===== src/rtl/midi_pkg.sv =====
`default_nettype none
// +----------------------------------------------------------------------+
// | midi_pkg                                                              |
// | Shared constants for the MIDI message sequencer: FSM encoding,        |
// | MIDI status nibbles and the WAIT_HI busy timeout.                     |
// | Revision: 1.0                                                         |
// +----------------------------------------------------------------------+
package midi_pkg;

    localparam logic [2:0] c_IDLE    = 3'd0;
    localparam logic [2:0] c_LOAD    = 3'd1;
    localparam logic [2:0] c_SEND    = 3'd2;
    localparam logic [2:0] c_WAIT_HI = 3'd3;
    localparam logic [2:0] c_WAIT_LO = 3'd4;
    localparam logic [2:0] c_GAP     = 3'd5;

    localparam logic [3:0] MIDI_NOTE_ON  = 4'h9;
    localparam logic [3:0] MIDI_NOTE_OFF = 4'h8;

    localparam int c_WAIT_HI_TIMEOUT = 16;

    function automatic logic [7:0] midi_status(input logic on, input logic [3:0] chan);
        return {(on ? MIDI_NOTE_ON : MIDI_NOTE_OFF), chan};
    endfunction

endpackage
`default_nettype wire


===== src/rtl/rr_arbiter2.sv =====
`default_nettype none
// +----------------------------------------------------------------------+
// | rr_arbiter2                                                           |
// | Two-requester round-robin arbiter; on contention the requester that   |
// | was not granted last wins.                                            |
// | Revision: 1.0                                                         |
// +----------------------------------------------------------------------+
module rr_arbiter2 (
    input  logic [1:0] req,
    input  logic       last,
    output logic       grant_valid,
    output logic       grant_id
);

    assign grant_valid = |req;

    always_comb begin
        grant_id = 1'b0;
        if (req == 2'b11) begin
            grant_id = ~last;
        end else if (req[1]) begin
            grant_id = 1'b1;
        end
    end

endmodule
`default_nettype wire


===== src/rtl/midi_msg_sequencer.sv =====
`default_nettype none
// +----------------------------------------------------------------------+
// | midi_msg_sequencer                                                    |
// | Arbitrates two Note On/Off requesters and streams 3-byte MIDI         |
// | messages to a byte UART. Optional: MIDI_RUNNING_STATUS_EN.            |
// | Revision: 1.0                                                         |
// +----------------------------------------------------------------------+
module midi_msg_sequencer
    import midi_pkg::*;
#(
    parameter int GAP_CYCLES = 1000
) (
    input  logic        clk,
    input  logic        reset,
    input  logic [1:0]  req,
    input  logic [1:0]  req_on,
    input  logic [7:0]  req_chan,
    input  logic [13:0] req_note,
    input  logic [13:0] req_vel,
    output logic [1:0]  ack,
    output logic        tx_send,
    output logic [7:0]  tx_data,
    input  logic        tx_busy,
    output logic        active,
    output logic        grant_id
);

    localparam int c_GAP_W  = (GAP_CYCLES > 0) ? $clog2(GAP_CYCLES + 1) : 1;
    localparam int c_TOUT_W = $clog2(c_WAIT_HI_TIMEOUT + 1);
    localparam logic [c_TOUT_W-1:0] c_TOUT_LAST = c_TOUT_W'(c_WAIT_HI_TIMEOUT - 1);

    logic [2:0]          state_q, state_d;
    logic [1:0]          idx_q, idx_d;
    logic                on_q, on_d;
    logic [3:0]          chan_q, chan_d;
    logic [6:0]          note_q, note_d;
    logic [6:0]          vel_q, vel_d;
    logic                tx_send_q, tx_send_d;
    logic [7:0]          tx_data_q, tx_data_d;
    logic [1:0]          ack_q, ack_d;
    logic                grant_id_q, grant_id_d;
    logic [c_GAP_W-1:0]  gap_cnt_q, gap_cnt_d;
    logic [c_TOUT_W-1:0] tout_cnt_q, tout_cnt_d;
`ifdef MIDI_RUNNING_STATUS_EN
    logic [7:0]          last_status_q, last_status_d;
    logic                last_valid_q, last_valid_d;
`endif

    logic       w_grant_valid;
    logic       w_grant_id;
    logic [7:0] w_status;
    logic [7:0] w_byte;
    logic       w_gap_done;

    rr_arbiter2 u_arb (
        .req         (req),
        .last        (grant_id_q),
        .grant_valid (w_grant_valid),
        .grant_id    (w_grant_id)
    );

    assign w_status   = midi_status(on_q, chan_q);
    assign w_gap_done = (GAP_CYCLES == 0) || ((int'(gap_cnt_q) + 1) >= GAP_CYCLES);

    always_comb begin
        case (idx_q)
            2'd0:    w_byte = w_status;
            2'd1:    w_byte = {1'b0, note_q};
            default: w_byte = {1'b0, vel_q};
        endcase
    end

    always_comb begin
        state_d    = state_q;
        idx_d      = idx_q;
        on_d       = on_q;
        chan_d     = chan_q;
        note_d     = note_q;
        vel_d      = vel_q;
        tx_send_d  = 1'b0;
        tx_data_d  = tx_data_q;
        ack_d      = 2'b00;
        grant_id_d = grant_id_q;
        gap_cnt_d  = gap_cnt_q;
        tout_cnt_d = tout_cnt_q;
`ifdef MIDI_RUNNING_STATUS_EN
        last_status_d = last_status_q;
        last_valid_d  = last_valid_q;
`endif
        case (state_q)
            c_IDLE: begin
                if (w_grant_valid && !tx_busy) begin
                    state_d    = c_LOAD;
                    ack_d      = w_grant_id ? 2'b10 : 2'b01;
                    grant_id_d = w_grant_id;
                    on_d       = w_grant_id ? req_on[1]       : req_on[0];
                    chan_d     = w_grant_id ? req_chan[7:4]   : req_chan[3:0];
                    note_d     = w_grant_id ? req_note[13:7]  : req_note[6:0];
                    vel_d      = w_grant_id ? req_vel[13:7]   : req_vel[6:0];
                end
            end
            c_LOAD: begin
                idx_d   = 2'd0;
`ifdef MIDI_RUNNING_STATUS_EN
                if (last_valid_q && (last_status_q == w_status)) begin
                    idx_d = 2'd1;
                end
`endif
                state_d = c_SEND;
            end
            c_SEND: begin
                tx_data_d  = w_byte;
                tx_send_d  = 1'b1;
                tout_cnt_d = '0;
                state_d    = c_WAIT_HI;
            end
            c_WAIT_HI: begin
                // A UART that never raises busy must not stall the stream.
                if (tx_busy || (tout_cnt_q >= c_TOUT_LAST)) begin
                    state_d = c_WAIT_LO;
                end else begin
                    tout_cnt_d = tout_cnt_q + 1'b1;
                end
            end
            c_WAIT_LO: begin
                if (!tx_busy) begin
`ifdef MIDI_RUNNING_STATUS_EN
                    if (idx_q == 2'd0) begin
                        last_status_d = w_status;
                        last_valid_d  = 1'b1;
                    end
`endif
                    if (idx_q < 2'd2) begin
                        idx_d   = idx_q + 2'd1;
                        state_d = c_SEND;
                    end else begin
                        gap_cnt_d = '0;
                        state_d   = c_GAP;
                    end
                end
            end
            c_GAP: begin
                if (w_gap_done) begin
                    state_d = c_IDLE;
                end else if (gap_cnt_q != {c_GAP_W{1'b1}}) begin
                    gap_cnt_d = gap_cnt_q + 1'b1;
                end
            end
            default: state_d = c_IDLE;
        endcase
    end

    always_ff @(posedge clk or posedge reset) begin
        if (reset) begin
            state_q    <= c_IDLE;
            idx_q      <= 2'd0;
            on_q       <= 1'b0;
            chan_q     <= 4'h0;
            note_q     <= 7'h00;
            vel_q      <= 7'h00;
            tx_send_q  <= 1'b0;
            tx_data_q  <= 8'h00;
            ack_q      <= 2'b00;
            grant_id_q <= 1'b1;
            gap_cnt_q  <= '0;
            tout_cnt_q <= '0;
`ifdef MIDI_RUNNING_STATUS_EN
            last_status_q <= 8'h00;
            last_valid_q  <= 1'b0;
`endif
        end else begin
            state_q    <= state_d;
            idx_q      <= idx_d;
            on_q       <= on_d;
            chan_q     <= chan_d;
            note_q     <= note_d;
            vel_q      <= vel_d;
            tx_send_q  <= tx_send_d;
            tx_data_q  <= tx_data_d;
            ack_q      <= ack_d;
            grant_id_q <= grant_id_d;
            gap_cnt_q  <= gap_cnt_d;
            tout_cnt_q <= tout_cnt_d;
`ifdef MIDI_RUNNING_STATUS_EN
            last_status_q <= last_status_d;
            last_valid_q  <= last_valid_d;
`endif
        end
    end

    assign ack      = ack_q;
    assign tx_send  = tx_send_q;
    assign tx_data  = tx_data_q;
    assign active   = (state_q != c_IDLE);
    assign grant_id = grant_id_q;

endmodule
`default_nettype wire

===== config.mk =====
export PLATFORM = sky130hd
export DESIGN_NAME = midi_msg_sequencer
export DESIGN_NICKNAME = d
export VERILOG_FILES = /design/src/rtl/midi_pkg.sv /design/src/rtl/rr_arbiter2.sv /design/src/rtl/midi_msg_sequencer.sv
export SDC_FILE = /design/constraint.sdc
export NUM_CORES = 1
export LEC_CHECK = 0
export ABC_AREA = 1
export CAP_MARGIN = 20
export CORE_MARGIN = 5
export CORE_UTILIZATION = 30
export CTS_CLUSTER_DIAMETER = 200
export DETAILED_ROUTE_END_ITERATION = 8
export GPL_ROUTABILITY_DRIVEN = 0
export GPL_TIMING_DRIVEN = 1
export PLACE_DENSITY = 0.65
export SYNTH_ARGS = -nofsm -noshare
export SYNTH_HDL_FRONTEND = slang
export SYNTH_SLANG_ARGS = --single-unit

===== constraint.sdc =====
create_clock -name clk -period 1.8 [get_ports clk]
set_input_delay 0.18 -clock clk [delete_from_list [all_inputs] [get_ports clk]]
set_output_delay 0.18 -clock clk [all_outputs]
set_load 0.02 [all_outputs]

==> results.cfg <==
[power_and_ir_drop]
p_per_area_nw_per_um2 = 1460
p_total_mw = 5.41
peakVddDrop_mv = 0.618
leakagePower_nw = 1.75

[critical_path]
path_class = flop to flop
r2r_end = tout_cnt_q[0]
crit_required_ns = 2.00
r2r_cells = 9
cp-start-kind = flop
arrival_ns = 1.96
r2r_setup_slack_ns = 0.04
cp_max_fo = 3
reg2reg_from = tout_cnt_q[0]
worstSetupEndpointType = flop

[outcome]
status = completed

[global_route]
grt_pass1_vias = 2481
grt-ovfl-total = 0
antenna_found_initial = 0
grt_pass1_wl_um = 11400
grt_util_all_layers_pct = 12.3
grt_max_degree = 35

[timing]
fin_crit_sh_pct = 97.8
max_freq_ghz = 0.568
layout_setup_ws_ns = 0.0400
fin_skew_ns = 0.00665
setup_violations = 0
hold_viol = 0
tightest_slew_ns = 0.424
period_needed_ns = 1.76
fin_hold_ws_ns = 0.178
rsz0062_at_grt = yes
final_max_slew_viol_count = 0
slew_headroom_pct = 71.5

[logic_synthesis]
synth_cell_types = 32
synth.avg_cell_area_um2 = 7.70
synth_top_area_share_pct = 46.4
yosys-top-cells-area = dfrtp_1 (46%), nand2_1 (18%), nand3_1 (9.5%)
synth_fa_ha_area_share_pct = 2.78
yosys.area.top_type = dfrtp_1
synth_area_um2 = 2700
synth_top_family_by_area = simple AND/OR/NAND/NOR gates
synth_xor_area_share_pct = 0.325
synth_compound_area_share_pct = 4.83
ys_warn_count = 0
synthCells = 350
yosysMostFrequentCell = nand2_1
synth_common_cells = nand2_1 (127), nand3_1 (51), dfrtp_1 (50)
synth_seq_cells = 51
seq_area_frac_synth_pct = 47.4
synth-simple-area-share_pct = 37.5
async_reset_ff_share_pct = 100
syn_nets = 399
ys.flop_type = dfrtp_1
synth_enable_flop_cells = 0
yosys-mux-area-fraction_pct = 0.418

[layout]
area_growth_pct = 37.2
final_area_um2 = 3700
diodes = 0
fin_cells = 531
fillerInstances = 845
drive_above_1_share_pct = 16.3
fin_nets = 471

[placed_design]
port_buffers = 55
dp_hpwl_um = 4970
place_area_um2 = 3460
place_worst_setup_slack_ns = -0.0316
place_inst = 517

[floorplanning]
ios = 56
fp.dieH_um = 105
fp-row-count = 34
core_um2 = 8720
die_w_um = 105
die_area_um2 = 11000
start_util_pct = 30.9

[cts]
htreeDepth = 2
cts.clk_slew.worst_paths_ns = 0.10
clock_latency_ns = 0.31
root_buffer = clkbuf_8
numCtsBuffers = 5
cts_buffer_depth = 2
hold_buffers = 0
cts_tree = built
clock_sink_count = 51

[routing]
firstDrtPassIters = 4
num_vias = 2489
wl_per_cell_um = 12.4
drc = 0
viasPerCell = 4.69
wl_um = 6560
ant_nets = 0
drt_iter0_markers = 68

[hold_path]
worstHoldPathType = input pin to asynchronous set/reset pin

[flow_run]
drv_cap = 0
-- layout by cell type (no fill, tap or decap), types with 2 or more instances in the layout --
cell type and count:
o211ai_1 3, nand3_1 51, nor2_2 3, dfrtp_2 2, nand2_1 120, ha_1 3, o21ai_1 4, o21a_1 5
a21oi_1 3, nand2_4 4, o21ai_0 2, ha_2 3, dfrtp_1 48, nand4_1 10, clkbuf_8 6, buf_6 3
inv_2 8, a2bb2oi_1 2, nor2_1 18, buf_4 16, clkdlybuf4s50_1 54, nor3_2 2, nand2_2 9, nor2_4 4
inv_1 25
-- worst max-delay path, stage by stage, from the launching register on --
cell	delay, ns
dfrtp_1	0.40
ha_2	0.19
nand2_2	0.06
nor2_1	0.04
ha_2	0.16
nor3_2	0.09
nand2_1	0.09
or2_4	0.26
nand2_4	0.07
mux2_4	0.29
-- report_power, final --
part           internal (mW)  switching (mW)
logic                   1.16            1.50
clock network          0.458           0.396
registers               1.59           0.301
total                   3.21            2.20
-- kinds of logic (layout without fill, tap and decap cells) --
kind of cell / Yosys count / in the layout
AO/OA/AOI/OAI: 20 / 20
XOR/XNOR: 1 / 1
adder cells (fa/ha/maj): 6 / 6
buffers and inverters: 45 / 118
flip-flops: 51 / 51
multiplexers: 1 / 1
AND/OR/NAND/NOR: 226 / 226
-- registers in the layout, indices dropped and copies added (netlist names) --
| signal | cells |
|---|---|
| tout_cnt_q | 5 |
| note_q | 7 |
| ack | 2 |
| idx_q | 2 |
| on_q | 1 |
| vel_q | 7 |
| chan_q | 4 |
| tx_data | 8 |
| state_q | 3 |
| grant_id | 1 |
| tx_send | 1 |
| gap_cnt_q | 10 |
-- layout make-up --
cell class                 instances  area, um^2  share of cell area, %
clock buffer                       6        82.6                   2.23
clock inverter                     2        38.8                   1.05
inverter                          35         133                   3.59
multi-input combinational        254        1310                   35.3
sequential                        51        1280                   34.6
tap                              108         135                   3.65
timing repair buffer              75         723                   19.6
-- stage by stage --
stage	util [%]	TNS [ns]
after floorplan	-	0
after global placement	39.6	0
after detailed placement	39.6	-0.0582
after CTS	41.5	-0.0235
after global routing	42.4	-0.210
final	42.4	0
-- worst max path at each step --
stage / from / slack [ns] / cells past startpoint / endpoint
2_1_floorplan: tout_cnt_q[0] / 0.003 / 9 / tout_cnt_q[0]
3_3_place_gp: tout_cnt_q[0] / 0.01 / 9 / tout_cnt_q[0]
3_5_place_dp: tout_cnt_q[0] / -0.03 / 9 / tout_cnt_q[0]
4_1_cts: tout_cnt_q[1] / -0.02 / 9 / tout_cnt_q[0]
5_1_grt: tout_cnt_q[1] / -0.06 / 9 / tout_cnt_q[0]
6_report: tout_cnt_q[0] / 0.04 / 9 / tout_cnt_q[0]
-- repair_timing --
action,in CTS,in global routing
setup buffers,3,3
endpoints found under the setup margin,5,25
gates resized for setup,7,18
pin swaps,4,16
-- per-layer routing --
layer,up-vias,track usage (%),wire length (um)
li1,1265,-,-
met1,1147,16.1,2980
met2,60,19.1,3050
met3,17,3.33,338
met4,0,5.11,191
met5,-,0,0
Note: power is estimated with default switching activity, not from simulation.
